--- config.mk ---
export PLATFORM = sky130hd
export DESIGN_NAME = inst_dec_stage_flat
export DESIGN_NICKNAME = d
export VERILOG_FILES = /design/src/rtl/inst_dec_if.sv /design/src/rtl/inst_dec_stage.sv /design/src/flat_wrapper.sv
export SDC_FILE = /design/constraint.sdc
export NUM_CORES = 1
export LEC_CHECK = 0
export BUFFER_PORTS_ARGS = -buffer_cell sky130_fd_sc_hd__buf_4
export CORE_ASPECT_RATIO = 1.25
export CORE_MARGIN = 2
export CORE_UTILIZATION = 62
export CTS_BUF_LIST = sky130_fd_sc_hd__clkbuf_8
export DETAILED_ROUTE_END_ITERATION = 8
export PLACE_DENSITY = 0.88
export SLEW_MARGIN = 20
export SYNTH_ARGS = -nofsm -noshare
export SYNTH_HDL_FRONTEND = slang
export SYNTH_SLANG_ARGS = --single-unit
--- constraint.sdc ---
create_clock -name clk -period 18.4 [get_ports clk]
set_input_delay 4.6 -clock clk [delete_from_list [all_inputs] [get_ports clk]]
set_output_delay 4.6 -clock clk [all_outputs]
set_load 0.01 [all_outputs]
--- src/rtl/inst_dec_if.sv ---
// Valid/ready bundle between fetch, the instruction decode stage and its consumers.
// master = fetch + downstream side, slave = decode stage.
interface inst_dec_if #(parameter int XLEN = 32);
    logic            in_valid;
    logic            in_ready;
    logic [31:0]     inst;
    logic [XLEN-1:0] in_pc;
    logic            flush;
    logic            out_valid;
    logic            out_ready;
    logic [XLEN-1:0] pc;
    logic [4:0]      rs1;
    logic [4:0]      rs2;
    logic [4:0]      rd;
    logic [6:0]      opcode;
    logic [2:0]      funct3;
    logic [6:0]      funct7;
    logic [XLEN-1:0] imm;
    logic [2:0]      fmt;
    logic            illegal;
    logic            rd_we;

    modport master (
        output in_valid, inst, in_pc, flush, out_ready,
        input  in_ready, out_valid, pc, rs1, rs2, rd, opcode, funct3, funct7,
               imm, fmt, illegal, rd_we
    );

    modport slave (
        input  in_valid, inst, in_pc, flush, out_ready,
        output in_ready, out_valid, pc, rs1, rs2, rd, opcode, funct3, funct7,
               imm, fmt, illegal, rd_we
    );
endinterface

--- src/rtl/inst_dec_stage.sv ---
// Registered RV32I decode stage: splits fields, classifies the format, builds the
// sign-extended immediate and flags illegal encodings, with optional skid buffer.
module inst_dec_stage #(
    parameter int XLEN = 32,
    parameter bit SKID = 1'b1
) (
    input  logic       clk,
    input  logic       rst,
    inst_dec_if.slave  bus
);
    localparam logic [2:0] FMT_R   = 3'd0;
    localparam logic [2:0] FMT_I   = 3'd1;
    localparam logic [2:0] FMT_S   = 3'd2;
    localparam logic [2:0] FMT_B   = 3'd3;
    localparam logic [2:0] FMT_U   = 3'd4;
    localparam logic [2:0] FMT_J   = 3'd5;
    localparam logic [2:0] FMT_ILL = 3'd7;

    typedef struct packed {
        logic [XLEN-1:0] pc;
        logic [31:0]     inst;
        logic [XLEN-1:0] imm;
        logic [2:0]      fmt;
        logic            illegal;
        logic            rd_we;
    } entry_t;

    entry_t      m_ent, s_ent, d_ent;
    logic        m_valid, s_valid;
    logic        acc;
    logic [31:0] ins;
    logic [2:0]  f3;
    logic [6:0]  f7;
    logic [2:0]  dfmt;
    logic [31:0] dimm32;

    assign ins = bus.inst;
    assign f3  = ins[14:12];
    assign f7  = ins[31:25];

    // Opcode match implies inst[1:0] == 2'b11, so no separate check is needed.
    always_comb begin
        dfmt = FMT_ILL;
        case (ins[6:0])
            7'b0110111, 7'b0010111: dfmt = FMT_U;
            7'b1101111: dfmt = FMT_J;
            7'b1100111: if (f3 == 3'b000) dfmt = FMT_I;
            7'b1100011: if (f3 != 3'b010 && f3 != 3'b011) dfmt = FMT_B;
            7'b0000011: if (f3 != 3'b011 && f3 != 3'b110 && f3 != 3'b111) dfmt = FMT_I;
            7'b0100011: if (f3 <= 3'b010) dfmt = FMT_S;
            7'b0010011: begin
                case (f3)
                    3'b001:  if (f7 == 7'b0000000) dfmt = FMT_I;
                    3'b101:  if (f7 == 7'b0000000 || f7 == 7'b0100000) dfmt = FMT_I;
                    default: dfmt = FMT_I;
                endcase
            end
            7'b0110011: begin
                if (f7 == 7'b0000000 ||
                    (f7 == 7'b0100000 && (f3 == 3'b000 || f3 == 3'b101)))
                    dfmt = FMT_R;
            end
            default: dfmt = FMT_ILL;
        endcase

        dimm32 = '0;
        case (dfmt)
            FMT_I:   dimm32 = {{20{ins[31]}}, ins[31:20]};
            FMT_S:   dimm32 = {{20{ins[31]}}, ins[31:25], ins[11:7]};
            FMT_B:   dimm32 = {{19{ins[31]}}, ins[31], ins[7], ins[30:25], ins[11:8], 1'b0};
            FMT_U:   dimm32 = {ins[31:12], 12'b0};
            FMT_J:   dimm32 = {{11{ins[31]}}, ins[31], ins[19:12], ins[20], ins[30:21], 1'b0};
            default: dimm32 = '0;
        endcase

        d_ent         = '0;
        d_ent.pc      = bus.in_pc;
        d_ent.inst    = ins;
        d_ent.imm     = XLEN'($signed(dimm32));
        d_ent.fmt     = dfmt;
        d_ent.illegal = (dfmt == FMT_ILL);
        d_ent.rd_we   = (dfmt == FMT_R || dfmt == FMT_I || dfmt == FMT_U || dfmt == FMT_J)
                        && (ins[11:7] != 5'd0);
    end

    // With SKID the ready only depends on skid occupancy, breaking the out_ready path.
    assign bus.in_ready = SKID ? !s_valid : (!m_valid || bus.out_ready);
    assign acc          = bus.in_valid && bus.in_ready;

    always_ff @(posedge clk or posedge rst) begin
        if (rst) begin
            m_valid <= 1'b0;
            s_valid <= 1'b0;
            m_ent   <= '0;
            s_ent   <= '0;
        end else if (bus.flush) begin
            m_valid <= 1'b0;
            s_valid <= 1'b0;
        end else if (!m_valid || bus.out_ready) begin
            if (s_valid) begin
                m_ent   <= s_ent;
                m_valid <= 1'b1;
                s_valid <= acc;
                if (acc) s_ent <= d_ent;
            end else begin
                m_valid <= acc;
                if (acc) m_ent <= d_ent;
            end
        end else if (SKID && acc) begin
            s_valid <= 1'b1;
            s_ent   <= d_ent;
        end
    end

    assign bus.out_valid = m_valid;
    assign bus.pc        = m_ent.pc;
    assign bus.rs1       = m_ent.inst[19:15];
    assign bus.rs2       = m_ent.inst[24:20];
    assign bus.rd        = m_ent.inst[11:7];
    assign bus.opcode    = m_ent.inst[6:0];
    assign bus.funct3    = m_ent.inst[14:12];
    assign bus.funct7    = m_ent.inst[31:25];
    assign bus.imm       = m_ent.imm;
    assign bus.fmt       = m_ent.fmt;
    assign bus.illegal   = m_ent.illegal;
    assign bus.rd_we     = m_ent.rd_we;
endmodule

--- src/flat_wrapper.sv ---
// flat-port wrapper written by rule: the top's interface ports become plain ports
module inst_dec_stage_flat 
#(
    parameter int XLEN = 32,
    parameter bit SKID = 1'b1
)
  (clk, rst, bus_in_valid, bus_inst, bus_in_pc, bus_flush, bus_out_ready, bus_in_ready, bus_out_valid, bus_pc, bus_rs1, bus_rs2, bus_rd, bus_opcode, bus_funct3, bus_funct7, bus_imm, bus_fmt, bus_illegal, bus_rd_we);
  inst_dec_if #(.XLEN(XLEN)) bus_i ();
  input  logic clk;
  input  logic rst;
  input wire logic [$bits(bus_i.in_valid)-1:0] bus_in_valid;
  input wire logic [$bits(bus_i.inst)-1:0] bus_inst;
  input wire logic [$bits(bus_i.in_pc)-1:0] bus_in_pc;
  input wire logic [$bits(bus_i.flush)-1:0] bus_flush;
  input wire logic [$bits(bus_i.out_ready)-1:0] bus_out_ready;
  output wire logic [$bits(bus_i.in_ready)-1:0] bus_in_ready;
  output wire logic [$bits(bus_i.out_valid)-1:0] bus_out_valid;
  output wire logic [$bits(bus_i.pc)-1:0] bus_pc;
  output wire logic [$bits(bus_i.rs1)-1:0] bus_rs1;
  output wire logic [$bits(bus_i.rs2)-1:0] bus_rs2;
  output wire logic [$bits(bus_i.rd)-1:0] bus_rd;
  output wire logic [$bits(bus_i.opcode)-1:0] bus_opcode;
  output wire logic [$bits(bus_i.funct3)-1:0] bus_funct3;
  output wire logic [$bits(bus_i.funct7)-1:0] bus_funct7;
  output wire logic [$bits(bus_i.imm)-1:0] bus_imm;
  output wire logic [$bits(bus_i.fmt)-1:0] bus_fmt;
  output wire logic [$bits(bus_i.illegal)-1:0] bus_illegal;
  output wire logic [$bits(bus_i.rd_we)-1:0] bus_rd_we;
  assign bus_i.in_valid = bus_in_valid;
  assign bus_i.inst = bus_inst;
  assign bus_i.in_pc = bus_in_pc;
  assign bus_i.flush = bus_flush;
  assign bus_i.out_ready = bus_out_ready;
  assign bus_in_ready = bus_i.in_ready;
  assign bus_out_valid = bus_i.out_valid;
  assign bus_pc = bus_i.pc;
  assign bus_rs1 = bus_i.rs1;
  assign bus_rs2 = bus_i.rs2;
  assign bus_rd = bus_i.rd;
  assign bus_opcode = bus_i.opcode;
  assign bus_funct3 = bus_i.funct3;
  assign bus_funct7 = bus_i.funct7;
  assign bus_imm = bus_i.imm;
  assign bus_fmt = bus_i.fmt;
  assign bus_illegal = bus_i.illegal;
  assign bus_rd_we = bus_i.rd_we;
  inst_dec_stage #(.XLEN(XLEN), .SKID(SKID)) u_core (.clk(clk), .rst(rst), .bus(bus_i));
endmodule
# Word level (Yosys, flattened, before mapping)
# Cells that the tools add are included.
dict set report totals {
  register_bits 204
  in_bits 69
}
dict set report op_classes {
  magnitude_cmp 1
  n_eq_ne 23
  n_mux 22
  bitwise_logic 1
  n_reduce_logical 25
}
# operator count
set ops {}
lappend ops {{$mux 101} 5}
lappend ops {{$pmux 32 s5} 1}
lappend ops {{$eq 7x6->1 const B} 4}
lappend ops {{$pmux 3 s8} 1}
lappend ops {{$eq 7x7->1 const B} 3}
lappend ops {{$mux 3} 7}
lappend ops {{$eq 7x5->1 const B} 2}
lappend ops {{$eq 3x3->1 const B} 4}
lappend ops {{$eq 7x2->1 const B} 1}
lappend ops {{$logic_not 7->1} 1}
lappend ops {{$logic_or 1x1->1} 7}
lappend ops {{$mux 1} 7}
lappend ops {{$eq 3x1->1 const B} 2}
lappend ops {{$eq 3x2->1 const B} 2}
lappend ops {{$logic_and 1x1->1} 6}
lappend ops {{$logic_not 3->1} 2}
lappend ops {{$ne 3x2->1 const B} 2}
lappend ops {{$ne 3x3->1 const B} 2}
lappend ops {{$pmux 3 s2} 1}
lappend ops {{$reduce_bool 5->1} 1}
lappend ops {{$reduce_bool 2->1} 2}
lappend ops {{$le 3x2->1 const B} 1}
lappend ops {{$reduce_and 3->1} 1}
lappend ops {{$reduce_bool 3->1} 1}
lappend ops {{5 further kinds} 6}

# Longest topological paths before layout
dict set report depth {
  depth_word 14
  ltp_mapped 9
}

# Worst setup path after synthesis
# No wires, ideal clock.
dict set report synth_path {
  path_kind {input to register}
  startpoint {in bus_inst[14]}
  endpoint {reg u_core.s_ent[30] (netlist name)}
  setup_time_ns 0.122
  arrival_ns 6.039
  required_time_ns 18.278
  setup_slack_ns 12.238
  stages 9
  path_buffers 3
  path_cell_list {buf_2 > or2_2 > o32ai_1 > o21a_1 > nor4b_2 > buf_6 > a311oi_4 > buf_6 > a21oi_1}
}
dict set report synth_via {
  elab_chain_cells 11
}
# element line_no
set synth_lines {}
lappend synth_lines {{start, declared} flat_wrapper.sv:12} ;# input wire logic [$bits(bus_i.inst)-1:0] bus_inst;
lappend synth_lines {{$eq 3x3->1 or $logic_not 3->1 (tied branches)} {inst_dec_stage.sv:52, inst_dec_stage.sv:60, inst_dec_stage.sv:47}}
lappend synth_lines {{$logic_or 1x1->1} inst_dec_stage.sv:60} ;# (f7 == 7'b0100000 && (f3 == 3'b000 || f3 == 3'b101)))
lappend synth_lines {{$logic_and 1x1->1} inst_dec_stage.sv:60}
lappend synth_lines {{$logic_or 1x1->1} inst_dec_stage.sv:59} ;# if (f7 == 7'b0000000 ||
lappend synth_lines {{$mux 3} inst_dec_stage.sv:59}
lappend synth_lines {{$pmux 3 s8 *} inst_dec_stage.sv:44} ;# case (ins[6:0])
lappend synth_lines {{$eq 3x3->1, or another cell as far along} inst_dec_stage.sv:67} ;# case (dfmt)
lappend synth_lines {{$pmux 32 s5 *} inst_dec_stage.sv:67}
lappend synth_lines {{$mux 101 *} {inst_dec_stage.sv:104, inst_dec_stage.sv:109}}
lappend synth_lines {{$mux 101} inst_dec_stage.sv:100} ;# if (s_valid) begin
lappend synth_lines {{$mux 101 *} inst_dec_stage.sv:99} ;# end else if (!m_valid || bus.out_ready) begin
lappend synth_lines {{end signal, assigned} inst_dec_stage.sv:104} ;# if (acc) s_ent <= d_ent;
lappend synth_lines {{end signal, assigned} inst_dec_stage.sv:111} ;# s_ent <= d_ent;
lappend synth_lines {{end, declared} inst_dec_stage.sv:28} ;# entry_t m_ent, s_ent, d_ent;
# Every way passes the cells marked *; elsewhere a longest branch is shown, timed or not. The select of a mux whose other input is x is not followed.
# A chain may end at the register's enable or synchronous reset.

# Worst setup path in the final report
dict set report layout_path {
  startpoint {reg u_core.s_valid}
  endpoint {out bus_in_ready}
}
dict set report layout_via {
  elab_chain_cells 1
}
# element line_no
set layout_lines {}
lappend layout_lines {{start, declared} inst_dec_stage.sv:29} ;# logic m_valid, s_valid;
lappend layout_lines {{start signal, assigned} inst_dec_stage.sv:93} ;# s_valid <= 1'b0;
lappend layout_lines {{start signal, assigned} inst_dec_stage.sv:98} ;# s_valid <= 1'b0;
lappend layout_lines {{start signal, assigned} inst_dec_stage.sv:103} ;# s_valid <= acc;
lappend layout_lines {{$logic_not 1->1} inst_dec_stage.sv:87} ;# assign bus.in_ready = SKID ? !s_valid : (!m_valid || bus.out_ready);
lappend layout_lines {{end, declared} flat_wrapper.sv:16} ;# output wire logic [$bits(bus_i.in_ready)-1:0] bus_in_ready;
# Every way passes these cells.

==> results.toml <==
[synth]
synth.net_count = 1022
yosysTopAreaCell = "dfrtp_1"
synth_edf_count = 0
synthCells = 953
seq_area_frac_synth_pct = 56.6
yosysWarnings = 0
synthArstFlopShare_pct = 100
synth_flop_cell = "dfrtp_1"
yosysTopAreaCellShare_pct = 56.6
syn_area_per_cell_um2 = 9.46
synth.distinct_cells = 51
synth_area_leaders = "dfrtp_1 57%, nand2_1 12%, mux2i_1 7.1%"
synth_area_um2 = 9020
synth-seq-cells = 204

[global_routing]
overflow = 0
first_global_vias = 7353
grt_pass1_wl_um = 36500
grt_max_degree = 157
grt_antenna_before_repair = 0
grt.total_usage_pct = 28.8

[timing]
relSlewSlack_pct = 34.0
worstMarginPinSlew_ns = 0.988
fmax_mhz = 151
period_share_pct = 36.0
finalMaxSlewViolations = 0
fin_skew_ns = 0.0234
setup-tns-final_ns = 0
rsz0062_at_grt = "no"
min_period_ns = 6.63
hold_viol_final = 0
setup_viol = 0

[final_layout]
nets = 1164
layout-drive-gt1-share_pct = 22.4
fin_util_pct = 76.9
stdcell_count = 1298
postLayoutCellArea_um2 = 11000
num_antenna_cells = 0
area_delta_synth_final_pct = 21.7

[place]
place_inst = 1240
place_congestion = 0.868
port_buffers = 171
place_area_um2 = 10300
hpwlAfterDp_um = 14300

[critical_path]
worstSetupPathType = "reg -> out"
required_ns = 13.80
crit_arrival_ns = 2.03
critPathSlowestCell = "dfrtp_4"
worst-path-buf-inv = 2
cp_top_family = "buffers and inverters"
critPathLaunchType = "register"
path_max_fanout = 25
endpoint_kind = "output port"
max_stage_delay_ns = 0.65
path_cells = "inv_1 > buf_4"

[drt]
vias = 7484
wl_um = 22400
drcViolationCount = 0
routed_via_density = 5.77
ant_nets = 0
wl_per_cell_um = 17.2
drt-pass1-iter-count = 6
first_iter_violations = 674

[pwr]
max-vdd-ir-drop_uv = 77.9
power_leakage_nw = 5.28
power_density_nw_per_um2 = 104

[clocking]
post_cts_buffers = 0
clkSinkCount = 204
cts_hold_buf = 0
cts.htree.levels = 1
clk_pin_slew_ns = 0.07
cts_max_path_buffers = 3
numCtsBuffers = 31
clockRootBuffer = "clkbuf_8"
cts_tree = "yes"
clock_latency_ns = 0.56
cts-resized-gates = 0

[die]
top_level_ports = 172
rows = 49
die_y_um = 139
die_area_um2 = 15500
initial_core_util_pct = 63.1
coreArea_um2 = 14300
fp.dieW_um = 112

[flow_run]
drv_cap = 0

[run_status]
status = "finished, final reports clean"

[min_path]
min_path_type = "reg -> reg"
## synthesized netlist by cell type (all sizes together), types with 2 or more instances
| master | instances |
|---|---|
| a22o | 2 |
| mux2 | 2 |
| nor4b | 2 |
| nor2b | 2 |
| o22ai | 2 |
| a311oi | 3 |
| nor3b | 2 |
| inv | 5 |
| and3b | 2 |
| nand3 | 3 |
| and2 | 2 |
| nor3 | 9 |
| a21oi | 56 |
| and4b | 2 |
| o41ai | 2 |
| a31oi | 3 |
| nand2b | 3 |
| mux2i | 64 |
| nor2 | 27 |
| or3 | 19 |
| a32oi | 5 |
| nand2 | 301 |
| and3 | 18 |
| clkbuf | 51 |
| buf | 18 |
| dfrtp | 204 |
| o21a | 2 |
| a22oi | 8 |
| o21ai | 122 |
| a211oi | 2 |
## through the flow
step	hold slack, ns	setup slack, ns	total power [mW]
2_1_floorplan	0.435	8.23	0.666
3_3_place_gp	0.448	11.48	0.751
3_5_place_dp	0.462	11.48	0.762
4_1_cts	0.476	11.79	1.15
5_1_grt	0.495	11.70	1.20
6_report	0.472	11.77	1.14
## logic make-up (layout without fill, tap and decap cells)
kind of cell | count (synthesis) | count (layout) | synth area share, %
flip-flops | 204 | 204 | 56.6
multiplexers | 66 | 66 | 7.35
XOR/XNOR | 2 | 2 | 0.194
buffers and inverters | 74 | 241 | 3.68
AND/OR/NAND/NOR | 394 | 394 | 18.6
AO/OA/AOI/OAI | 213 | 213 | 13.5
## tightest hold or removal path: stages, from the launching register on
cell	delay, ns
dfrtp_1	0.34
nand2_1	0.04
o21ai_0	0.06
## layer usage
metal / track usage (%) / vias up / share of wire [%]
li1: - / 3511 / -
met1: 39.5 / 3624 / 41
met2: 48.0 / 294 / 50
met3: 3.76 / 55 / 6.0
met4: 9.62 / 0 / 3.0
met5: 0 / - / 0
## final cells by class
type	count	area [um^2]
clock buffers	42	578
clock inverters	16	95.1
fillers	953	3310
inverters	5	31.3
multi-input cells	675	3610
flip-flops and latches	204	5110
well taps	178	223
repair buffers	178	1340
## path summary, 6_finish.rpt
path | slack, ns | startpoint | to | cells after the start
max | 11.77 | u_core.s_valid | bus_in_ready | 2
min | 0.47 | u_core.s_ent[0] | u_core.s_ent[0] | 2
min reg2reg | 0.47 | u_core.s_ent[0] | u_core.s_ent[0] | 2
max in group asynchronous | 13.03 | rst | u_core.bus.imm[31] | 3
min in group asynchronous | 4.19 | rst | u_core.bus.pc[14] | 2
max reg2reg | 15.48 | u_core.s_valid | u_core.bus.pc[4] | 4
## placed cells by master, fill, tap and decap left out, types with 2 or more instances in the layout
cell type  Yosys  final
a211oi_1       2      2
a21oi_1       50     50
a21oi_2        6      6
a22o_1         2      2
a22oi_1        8      8
a311oi_1       2      2
a31oi_1        3      3
a32oi_1        5      5
and3_1        18     18
and3b_1        2      2
and4b_1        2      2
buf_4          2    178
clkbuf_8       0     42
clkinv_2       0      4
dfrtp_1      204    203
inv_1          5     14
mux2_2         2      2
mux2i_1       64     64
nand2_1      300    299
nand2b_1       2      2
nand3_1        3      3
nor2_1        27     27
nor2b_1        2      2
nor3_1         6      5
nor3_2         3      3
nor3b_1        2      2
o21a_1         2      2
o21ai_0      119    119
o21ai_1        2      2
o22ai_1        2      2
o41ai_1        2      2
or3_1         19     18
## report_power, final
part	total, mW	internal (mW)	switching (mW)
sequential	0.565	0.523	0.0419
combinational	0.191	0.0862	0.104
clock	0.388	0.217	0.171
total	1.14	0.826	0.317
## flip-flops by register name (all words and copies together) (netlist names)
| signal | count |
|---|---|
| u_core.bus.out_valid | 1 |
| u_core.bus.rd_we | 1 |
| u_core.bus.opcode | 7 |
| u_core.bus.rd | 5 |
| u_core.bus.rs2 | 5 |
| u_core.s_valid | 1 |
| u_core.bus.funct7 | 7 |
| u_core.s_ent | 101 |
| u_core.bus.illegal | 1 |
| u_core.bus.fmt | 3 |
| u_core.bus.rs1 | 5 |
| u_core.bus.pc | 32 |
| u_core.bus.imm | 32 |
| u_core.bus.funct3 | 3 |
Power figures use the tool's default switching activity.
